`src/rtl/snake_link_pkg.sv`:
```
// ---------------------------------------------------------------------------
// snake_link_pkg
// Shared definitions for the board-to-board snake link (TX scheduler and RX
// parser): transmit FSM state encoding, frame header constants and the frame
// checksum helper.
// ---------------------------------------------------------------------------
package snake_link_pkg;

    // Transmit FSM states
    typedef enum logic [1:0] {
        ST_IDLE     = 2'd0,
        ST_HEADER   = 2'd1,
        ST_PAYLOAD  = 2'd2,
        ST_CHECKSUM = 2'd3
    } link_state_e;

    // Header byte is LINK_HDR_BASE | id; id LINK_HB_ID marks a heartbeat
    localparam logic [7:0] LINK_HDR_BASE = 8'hA0;
    localparam logic [3:0] LINK_HB_ID    = 4'hF;

    // Largest payload the checksum helper accepts (bytes)
    localparam int LINK_MAX_PAYLOAD_BYTES = 16;

    // Build a header byte from a 4-bit id
    function automatic logic [7:0] link_header(input logic [3:0] id);
        return LINK_HDR_BASE | {4'h0, id};
    endfunction

    // XOR of the header and every payload byte. Payloads shorter than the
    // maximum are zero-extended by the caller; zero bytes leave XOR unchanged.
    function automatic logic [7:0] link_checksum(
        input logic [7:0]                            hdr,
        input logic [8*LINK_MAX_PAYLOAD_BYTES-1:0]   payload
    );
        logic [7:0] acc;
        acc = hdr;
        for (int i = 0; i < LINK_MAX_PAYLOAD_BYTES; i++) begin
            acc = acc ^ payload[8*i +: 8];
        end
        return acc;
    endfunction

endpackage

```
`src/rtl/rr_arbiter.sv`:
```
// ---------------------------------------------------------------------------
// rr_arbiter
// Combinational round-robin arbiter. The search starts at index `ptr` and
// wraps modulo NUM_REQ; the first set request found wins.
// Ports:
//   req    in  NUM_REQ  request vector
//   enable in  1        arbitration allowed this cycle
//   ptr    in  PTR_W    highest-priority index (must be < NUM_REQ)
//   grant  out NUM_REQ  one-hot winner (all zero when valid=0)
//   valid  out 1        a winner exists
// ---------------------------------------------------------------------------
module rr_arbiter
    import snake_link_pkg::*;
#(
    parameter int NUM_REQ = 3,
    parameter int PTR_W   = $clog2(NUM_REQ)
) (
    input  logic [NUM_REQ-1:0] req,
    input  logic               enable,
    input  logic [PTR_W-1:0]   ptr,
    output logic [NUM_REQ-1:0] grant,
    output logic               valid
);

    logic [PTR_W:0] scan_idx;

    // Rotating priority scan starting at ptr
    always_comb begin
        grant    = '0;
        valid    = 1'b0;
        scan_idx = '0;
        for (int i = 0; i < NUM_REQ; i++) begin
            scan_idx = {1'b0, ptr} + (PTR_W+1)'(i);
            if (scan_idx >= (PTR_W+1)'(NUM_REQ)) begin
                scan_idx = scan_idx - (PTR_W+1)'(NUM_REQ);
            end else begin
                scan_idx = scan_idx;
            end
            if (enable && !valid && req[scan_idx[PTR_W-1:0]]) begin
                grant[scan_idx[PTR_W-1:0]] = 1'b1;
                valid                      = 1'b1;
            end else begin
                valid = valid;
            end
        end
    end

endmodule

```
`src/rtl/link_tx_scheduler.sv`:
```
// ---------------------------------------------------------------------------
// link_tx_scheduler
// Shares the UART TX byte path between NUM_REQ requesters. Arbitrates
// round-robin, latches the winner's payload, and streams the frame
// header (A0|id), FRAME_BYTES payload bytes, XOR checksum over a
// valid/ready handshake. Optional heartbeat frames (header AF, zero payload)
// are sent after HEARTBEAT_CYCLES idle cycles when SNAKE_LINK_HEARTBEAT_EN
// is defined; otherwise the heartbeat logic is absent.
// Ports:
//   clk        in  1                       system clock
//   rst_n      in  1                       synchronous active-low reset
//   req        in  NUM_REQ                 level requests, held until grant
//   frame_data in  NUM_REQ*FRAME_BYTES*8   payloads, slice i = requester i
//   grant      out NUM_REQ                 one-hot pulse when payload latched
//   tx_data    out 8                       byte to UART TX
//   tx_valid   out 1                       tx_data valid
//   tx_ready   in  1                       UART TX accepts byte
//   busy       out 1                       FSM not in IDLE
// ---------------------------------------------------------------------------
module link_tx_scheduler
    import snake_link_pkg::*;
#(
    parameter int NUM_REQ          = 3,
    parameter int FRAME_BYTES      = 4,
    parameter int HEARTBEAT_CYCLES = 750_000
) (
    input  logic                             clk,
    input  logic                             rst_n,
    input  logic [NUM_REQ-1:0]               req,
    input  logic [NUM_REQ*FRAME_BYTES*8-1:0] frame_data,
    output logic [NUM_REQ-1:0]               grant,
    output logic [7:0]                       tx_data,
    output logic                             tx_valid,
    input  logic                             tx_ready,
    output logic                             busy
);

    localparam int PTR_W = $clog2(NUM_REQ);
    localparam int CNT_W = (FRAME_BYTES > 1) ? $clog2(FRAME_BYTES) : 1;
    localparam int PAY_W = FRAME_BYTES * 8;
    localparam logic [CNT_W-1:0] CNT_LAST = CNT_W'(FRAME_BYTES - 1);

    link_state_e                state_q, state_d;
    logic [PTR_W-1:0]           ptr_q, ptr_d;
    logic [PAY_W-1:0]           shadow_q, shadow_d;
    logic [CNT_W-1:0]           cnt_q, cnt_d;
    logic [7:0]                 csum_q, csum_d;
    logic [7:0]                 tx_data_q, tx_data_d;

    logic [NUM_REQ-1:0]         arb_grant_s;
    logic                       arb_valid_s;
    logic                       arb_enable_s;
    logic [PTR_W-1:0]           win_idx_s;
    logic [PTR_W-1:0]           ptr_next_s;
    logic [PAY_W-1:0]           win_payload_s;
    logic [CNT_W-1:0]           cnt_inc_s;
    logic [7:0]                 hdr_s;
    logic [8*LINK_MAX_PAYLOAD_BYTES-1:0] pad_s;
    logic                       hb_due_s;
    logic                       frame_done_s;

    // Grant is suppressed while reset is asserted so it reads zero in reset
    assign arb_enable_s = (state_q == ST_IDLE) && rst_n;
    assign frame_done_s = (state_q == ST_CHECKSUM) && tx_ready;
    assign cnt_inc_s    = cnt_q + CNT_W'(1);

    rr_arbiter #(
        .NUM_REQ (NUM_REQ),
        .PTR_W   (PTR_W)
    ) u_arb (
        .req    (req),
        .enable (arb_enable_s),
        .ptr    (ptr_q),
        .grant  (arb_grant_s),
        .valid  (arb_valid_s)
    );

    // One-hot grant to index, next pointer and winner payload slice
    always_comb begin
        win_idx_s = '0;
        for (int i = 0; i < NUM_REQ; i++) begin
            if (arb_grant_s[i]) begin
                win_idx_s = PTR_W'(i);
            end else begin
                win_idx_s = win_idx_s;
            end
        end
        if (win_idx_s == PTR_W'(NUM_REQ - 1)) begin
            ptr_next_s = '0;
        end else begin
            ptr_next_s = win_idx_s + PTR_W'(1);
        end
        win_payload_s = frame_data[int'(win_idx_s) * PAY_W +: PAY_W];
    end

`ifdef SNAKE_LINK_HEARTBEAT_EN
    localparam int HB_W = (HEARTBEAT_CYCLES > 1) ? $clog2(HEARTBEAT_CYCLES) : 1;
    localparam logic [HB_W-1:0] HB_TERM = HB_W'(HEARTBEAT_CYCLES - 1);

    logic [HB_W-1:0] hb_cnt_q, hb_cnt_d;

    assign hb_due_s = (hb_cnt_q == HB_TERM);

    // Idle counter: counts IDLE cycles, saturates at terminal, clears on frame end
    always_comb begin
        if (frame_done_s) begin
            hb_cnt_d = '0;
        end else if ((state_q == ST_IDLE) && !hb_due_s) begin
            hb_cnt_d = hb_cnt_q + HB_W'(1);
        end else begin
            hb_cnt_d = hb_cnt_q;
        end
    end

    // Heartbeat counter register
    always_ff @(posedge clk) begin
        if (!rst_n) begin
            hb_cnt_q <= '0;
        end else begin
            hb_cnt_q <= hb_cnt_d;
        end
    end
`else
    assign hb_due_s = 1'b0;
`endif

    // Frame FSM next-state and datapath
    always_comb begin
        state_d   = state_q;
        ptr_d     = ptr_q;
        shadow_d  = shadow_q;
        cnt_d     = cnt_q;
        csum_d    = csum_q;
        tx_data_d = tx_data_q;
        hdr_s     = 8'h00;
        pad_s     = '0;
        case (state_q)
            ST_IDLE: begin
                // Requests take priority over a due heartbeat
                if (arb_valid_s) begin
                    hdr_s                = link_header(4'(win_idx_s));
                    pad_s[PAY_W-1:0]     = win_payload_s;
                    shadow_d             = win_payload_s;
                    csum_d               = link_checksum(hdr_s, pad_s);
                    tx_data_d            = hdr_s;
                    ptr_d                = ptr_next_s;
                    cnt_d                = '0;
                    state_d              = ST_HEADER;
                end else if (hb_due_s) begin
                    hdr_s     = link_header(LINK_HB_ID);
                    shadow_d  = '0;
                    csum_d    = link_checksum(hdr_s, pad_s);
                    tx_data_d = hdr_s;
                    cnt_d     = '0;
                    state_d   = ST_HEADER;
                end else begin
                    state_d = ST_IDLE;
                end
            end
            ST_HEADER: begin
                if (tx_ready) begin
                    tx_data_d = shadow_q[7:0];
                    state_d   = ST_PAYLOAD;
                end else begin
                    state_d = ST_HEADER;
                end
            end
            ST_PAYLOAD: begin
                if (tx_ready) begin
                    if (cnt_q == CNT_LAST) begin
                        tx_data_d = csum_q;
                        state_d   = ST_CHECKSUM;
                    end else begin
                        cnt_d     = cnt_inc_s;
                        tx_data_d = shadow_q[8*int'(cnt_inc_s) +: 8];
                    end
                end else begin
                    state_d = ST_PAYLOAD;
                end
            end
            ST_CHECKSUM: begin
                if (tx_ready) begin
                    tx_data_d = 8'h00;
                    state_d   = ST_IDLE;
                end else begin
                    state_d = ST_CHECKSUM;
                end
            end
            default: begin
                tx_data_d = 8'h00;
                state_d   = ST_IDLE;
            end
        endcase
    end

    // FSM and datapath registers; reset aborts any frame in flight
    always_ff @(posedge clk) begin
        if (!rst_n) begin
            state_q   <= ST_IDLE;
            ptr_q     <= '0;
            shadow_q  <= '0;
            cnt_q     <= '0;
            csum_q    <= 8'h00;
            tx_data_q <= 8'h00;
        end else begin
            state_q   <= state_d;
            ptr_q     <= ptr_d;
            shadow_q  <= shadow_d;
            cnt_q     <= cnt_d;
            csum_q    <= csum_d;
            tx_data_q <= tx_data_d;
        end
    end

    assign grant    = arb_grant_s;
    assign tx_data  = tx_data_q;
    assign tx_valid = (state_q != ST_IDLE);
    assign busy     = (state_q != ST_IDLE);

endmodule

```
`config.mk`:
```
export PLATFORM = sky130hd
export DESIGN_NAME = link_tx_scheduler
export DESIGN_NICKNAME = d
export VERILOG_FILES = /design/src/rtl/snake_link_pkg.sv /design/src/rtl/rr_arbiter.sv /design/src/rtl/link_tx_scheduler.sv
export SDC_FILE = /design/constraint.sdc
export NUM_CORES = 1
export LEC_CHECK = 0
export CAP_MARGIN = 20
export CORE_MARGIN = 1
export CORE_UTILIZATION = 30
export DETAILED_ROUTE_END_ITERATION = 8
export SLEW_MARGIN = 20
export SYNTH_ARGS = -nofsm -noshare
export SYNTH_HDL_FRONTEND = slang
export SYNTH_SLANG_ARGS = --single-unit
```
`constraint.sdc`:
```
create_clock -name clk -period 3.1 [get_ports clk]
set_input_delay 0.31 -clock clk [delete_from_list [all_inputs] [get_ports clk]]
set_output_delay 0.31 -clock clk [all_outputs]
set_load 0.01 [all_outputs]
```
---- Word-level counts from Yosys, hierarchy flattened ----
Index checks and enable logic that the tools add are counted.
storage, ports and cells
  bits in registers ....................... 54
  bits in latches ......................... 0
  memory bits (writable) .................. 0
  ROM bits ................................ 0
  input port bits ......................... 102
  output and inout port bits .............. 13
  logic and storage cells ................. 98
  memories ................................ 0
operators by class
  add/subtract/negate cells ............... 7
  multipliers ............................. 0
  divide/modulo/power cells ............... 0
  $lt $le $gt $ge ......................... 9
  equal/unequal tests ..................... 11
  shift operators ......................... 2
  mux-type cells .......................... 40
  bitwise operators ....................... 6
  reductions and logical operators ........ 17
operators by type and width
  kind                                                                number
  variable part select 96 x 8 -> 32 bit                               1
  two-way mux 8 bit                                                   5
  one-hot mux 8 bit (4 select lines)                                  1
  variable part select 32 x 6 -> 8 bit                                1
  XOR 8 bit                                                           4
  two-way mux 2 bit                                                   12
  two-way mux 1 bit                                                   11
  != test 2 bit (second input constant)                               5
  logical AND 1 bit                                                   9
  less-than comparator 2 x 3 -> 1 bit (second input constant)         3
  two-way mux 3 bit                                                   3
  equality test 2 bit (second input constant)                         4
  one-hot mux 2 bit (4 select lines)                                  1
  AND reduction 4 bit                                                 2
  binary-select mux 1 bit (select 2 bit)                              3
  demux 1 bit (select 2 bit)                                          3
  greater-or-equal comparator 2 x 1 -> 1 bit (second input constant)  3
  greater-or-equal comparator 3 x 2 -> 1 bit (second input constant)  2
  OR 3 bit                                                            2
  subtractor 2 bit (second input constant)                            3
  adder 2 x 1 -> 2 bit (second input constant)                        2
  one-hot mux 2 bit (2 select lines)                                  1
  nonzero test 2 bit                                                  2
  adder 2 x 1 -> 3 bit (second input constant)                        1
  other kinds (7)                                                     8

---- Logic depth before layout (Yosys ltp) ----
  depth in word-level cells ............... 21
  mapped depth ............................ 11
  gate-level depth less buffers ........... 9

---- Hierarchy ----
From an unflattened synthesis, not the netlist that was laid out.
second synthesis, totals
  cells, all modules ...................... 435
  area total of the unflattened synthesis .. 3,746.1 um^2
by module, submodules not included
  module             instances  cells each  area an instance (um^2)  sequential area each (um^2)
  link_tx_scheduler  1          396         3,448.3                  1,081.0
  rr_arbiter         1          39          297.8                    0.0

---- Worst setup path after synthesis ----
No wires, ideal clock.
  path kind ............................... reg2reg
  from .................................... register ptr_q[0]
  to ...................................... register csum_q[1]
  library setup time ...................... 0.127 ns
  data arrival time ....................... 2.228 ns
  required time ........................... 2.973 ns
  path slack .............................. 0.745 ns
  cell stages (with the launch flop) ...... 11
  path buffers ............................ 2
  clock period less this slack ............ 2.355 ns
  cell sequence ........................... dfxtp_1 inv_1 ha_1 buf_6 a22oi_1 or3b_4 a21oi_4 nand2b_1 buf_4 nor4_1 or3b_1
between the ends
  longest elaborated chain between the ends .. 21
  elaborated cells between the ends (all ways) .. 55
  those cells by class .................... add/sub: 5; order compare: 9; shift: 1; mux: 23; bitwise: 6; reduce/logical: 11
RTL lines
  element                                                                        RTL line                  RTL
  from (decl)                                                                    link_tx_scheduler.sv:44   logic [PTR_W-1:0] ptr_q, ptr_d;
  from (signal assigned)                                                         link_tx_scheduler.sv:207  ptr_q <= ptr_d;
  parallel branches: the longest is 21 deep, another holds adder 2 x 1 -> 3 bit  --
  to (signal assigned)                                                           link_tx_scheduler.sv:210  csum_q <= csum_d;
  to (decl)                                                                      link_tx_scheduler.sv:47   logic [7:0] csum_q, csum_d;
Parallel ways; which one is timed is not known. The select of a mux whose other input is x is not followed.
A chain may end at the register's enable or synchronous reset.

---- Worst setup path after layout ----
  from .................................... register ptr_q[0]
  to ...................................... output grant[0]
between the ends
  longest elaborated chain between the ends .. 14
  elaborated cells between the ends (all ways) .. 46
  those cells by class .................... add/sub: 5; order compare: 9; mux: 20; bitwise: 2; reduce/logical: 10
RTL lines
  element                                                                        RTL line                 RTL
  parallel branches: the longest is 13 deep, another holds adder 2 x 1 -> 3 bit  --
  two-way mux 3 bit (*)                                                          rr_arbiter.sv:39         if (enable && !valid && req[scan_idx[PTR_W-1:0]]) begin
  to (decl)                                                                      link_tx_scheduler.sv:31  output logic [NUM_REQ-1:0] grant,
Every way passes the cells marked *. The select of a mux whose other input is x is not followed.

==> metrics.yaml <==
antenna_left: 0
grt_usage: 0.175
tritoncts: "done"
end_kind: "output port"
dieHeight_um: 119
drt-pass1-iter-count: 5
cts_sinks: 54
root_buffer: "clkbuf_16"
hold_path_depth: 2
slowest_stage: "clkdlybuf4s50_1"
crit_arrival_ns: 2.62
worstHoldStart: "shadow_q[21]$_SDFFE_PN0P_"
core_area_um2: 13300
critical_path.max_fanout: 10
diodes: 0
stdcell_area_um2: 5570
cap_viol_max_count: 0
tightest_slew_ns: 0.874
status: "complete, no violations"
path_cells: "inv_1 > ha_2 > a21boi_1 > or3b_4 > a22o_1 > o2111a_1 > clkdlybuf4s50_1"
syn2layout_area_growth_pct: 35.7
grt_start_max_net_pins: 42
fmax_mhz: 341
start_util: 0.308
syn-cell-area_um2: 4100
port-buffer-count: 114
htreeDepth: 2
placed_cell_area_um2: 5420
grt_first_pass_wirelength_um: 19800
hold_path_class: "reg -> reg"
grt_overflow: 0
clock_latency_ns: 0.29
clk_path_buf_depth: 2
worst_path_largest_cell_delay_ns: 0.48
clk_pin_slew_ns: 0.07
synth_flop_cell: "dfxtp_1"
netlist_instances: 464
n_fill_cell: 1334
rr_worst_depth: 9
drt-total-wl_um: 12200
power_density_nw_per_um2: 462
r2r-end: "csum_q[1]$_SDFFE_PN0P_"
finalHoldViolations: 0
antenna_found_initial: 0
dieArea_um2: 14100
gp_congestion: 0.847
viasPerCell: 5.20
whs_endpoint: "shadow_q[21]$_SDFFE_PN0P_"
peakVddDrop_mv: 0.226
drt-initial-drc-count: 235
fin_nets: 672
rows: 42
ios: 115
rrSetupSlack_ns: 0.45
cts_buffers: 5
yosys_warnings: 0
rsz0062_at_grt: "false"
tns_ns: 0
hold_slack_ns: 0.446
critPathLaunchType: "flip-flop"
synth_edf_count: 0
drive_gt1_frac: 0.115
timing.rr.start: "ptr_q[0]$_SDFFE_PN0P_"
leakagePower_uw: 0.00210
synth_cell_type_count: 57
fin_worst_skew_ns: 0.00588
maxSlewViolCount: 0
synth-seq-area-share: 0.264
period_share: 0.945
async_flop_share: 0
syn_avg_cell_area_um2: 8.84
period_minus_slack_ns: 2.93
synth_seq_cells: 54
cts_setup_buffers: 0
place_hpwl_um: 9330
finalSetupViolCount: 0
crit_type: "reg -> out"
wl_per_cell_um: 16.5
synth_fp_nets: 571
route.vias.total: 3856
slew_headroom: 0.413
die_x_um: 119
critical_path_required_ns: 2.79
grt_pass1_vias: 3919
drc: 0
==> per-stage QoR <==
stage / util / power, uW / setup slack, ns / cells
2_1_floorplan: - / 1600 / 0.745 / 464
3_3_place_gp: 0.407 / 1990 / 0.416 / 734
3_5_place_dp: 0.407 / 2010 / 0.385 / 734
4_1_cts: 0.418 / 2580 / 0.0551 / 742
5_1_grt: 0.419 / 2720 / 0.0566 / 742
6_report: 0.419 / 2570 / 0.169 / 742
==> registers in the layout, indices dropped and copies added (netlist names) <==
signal,flops
tx_data,8
state_q,2
cnt_q,2
ptr_q,2
csum_q,8
shadow_q,32
==> metal layers <==
layer	routed length (um)	vias up	track usage
li1	-	1876	-
met1	5530	1865	0.226
met2	6010	110	0.308
met3	594	5	0.0278
met4	99	0	0.0332
met5	0	-	0
==> critical path, delay by kind of cell, from the launching register on <==
family,cells,cell delay [ns]
adders and majority gates,1,0.44
buffers and inverters,2,0.58
and+or+nand+nor,1,0.41
AOI/OAI and AO/OA,3,0.52
DFF,1,0.37
==> repair_timing <==
action | in CTS | in global routing
gates resized for setup | 0 | 2
hold buffers | 0 | 0
endpoints found under the setup margin | 0 | 2
==> cells by family after synthesis <==
| logic type | Yosys count | share of synthesized area |
|---|---|---|
| AO/OA/AOI/OAI | 124 | 0.193 |
| adder cells (fa/ha/maj) | 5 | 0.0153 |
| buffers and inverters | 41 | 0.0497 |
| XOR/XNOR | 58 | 0.124 |
| AND/OR/NAND/NOR | 99 | 0.116 |
| multiplexers | 83 | 0.239 |
| flip-flops | 54 | 0.264 |
==> layout by cell type, fill, tap and decap left out, types with 3 or more instances in the layout <==
cell type,Yosys,final
clkdlybuf4s50_1,0,114
dfxtp_1,54,54
nand2_1,47,46
o21ai_1,38,39
mux2i_1,37,37
xnor2_1,36,36
mux2_2,29,29
xor2_1,22,22
o21ai_0,22,21
nor2_1,16,16
a21oi_1,11,11
a211oi_1,11,11
buf_4,7,10
mux2_1,9,9
inv_1,8,8
o211ai_1,8,8
mux4_2,8,8
nand3_1,7,7
a22oi_1,6,6
nor3_1,6,6
clkbuf_16,0,5
nor2b_1,4,4
nor3b_1,4,4
a32oi_1,4,4
ha_1,5,4
nand2b_1,3,3
a22o_1,3,3
a31oi_1,3,3
==> power breakdown <==
group          total, uW  internal [uW]  switching, uW
Clock                569            321            248
Combinational       1070            539            535
Sequential           926            837           89.3
Total               2570           1700            872
==> synthesized netlist by cell type (all sizes together) (2+ instances only) <==
master  count  share of area
xor2       22          0.047
o22ai       2         0.0031
o2111a      2         0.0055
a22o        3         0.0064
inv         9         0.0082
a211oi     11          0.020
clkbuf     13          0.013
o21ai      60          0.073
or3b        2         0.0049
mux2       38           0.10
a32o        2         0.0049
nand2      47          0.043
mux4        8          0.044
a21oi      12          0.017
nor2b       4         0.0061
o211ai      8          0.015
nand2b      3         0.0046
or2         2         0.0031
nor2       17          0.016
a31oi       3         0.0046
a32oi       4         0.0085
nor3        6         0.0073
o21a        2         0.0037
buf        19          0.029
nand3b      2         0.0037
a22oi       6          0.011
dfxtp      54           0.26
nand3       7         0.0085
nor3b       5          0.012
mux2i      37          0.090
xnor2      36          0.077
ha          5          0.015
==> worst max-delay path by stage <==
stage          cells past startpoint                  start                     end  slack (ns)
2_1_floorplan                     10  ptr_q[0]$_SDFFE_PN0P_  csum_q[1]$_SDFFE_PN0P_        0.74
3_3_place_gp                       7  ptr_q[0]$_SDFFE_PN0P_                grant[0]        0.42
3_5_place_dp                       8  ptr_q[0]$_SDFFE_PN0P_                grant[2]        0.39
4_1_cts                            8  ptr_q[0]$_SDFFE_PN0P_                grant[2]        0.06
5_1_grt                            8  ptr_q[0]$_SDFFE_PN0P_                grant[2]        0.06
6_report                           7  ptr_q[0]$_SDFFE_PN0P_                grant[0]        0.17
==> final cells by class <==
cell class                      instances  area [um2]  area share
Tap cell                              176         220      0.0396
Multi-Input combinational cell        369        2830       0.508
Clock inverter                          1        5.00    0.000899
Timing Repair Buffer                  126        1260       0.226
Inverter                                9        33.8     0.00607
Clock buffer                            7         143      0.0256
Sequential cell                        54        1080       0.194
(Power assumes the default switching activity.)
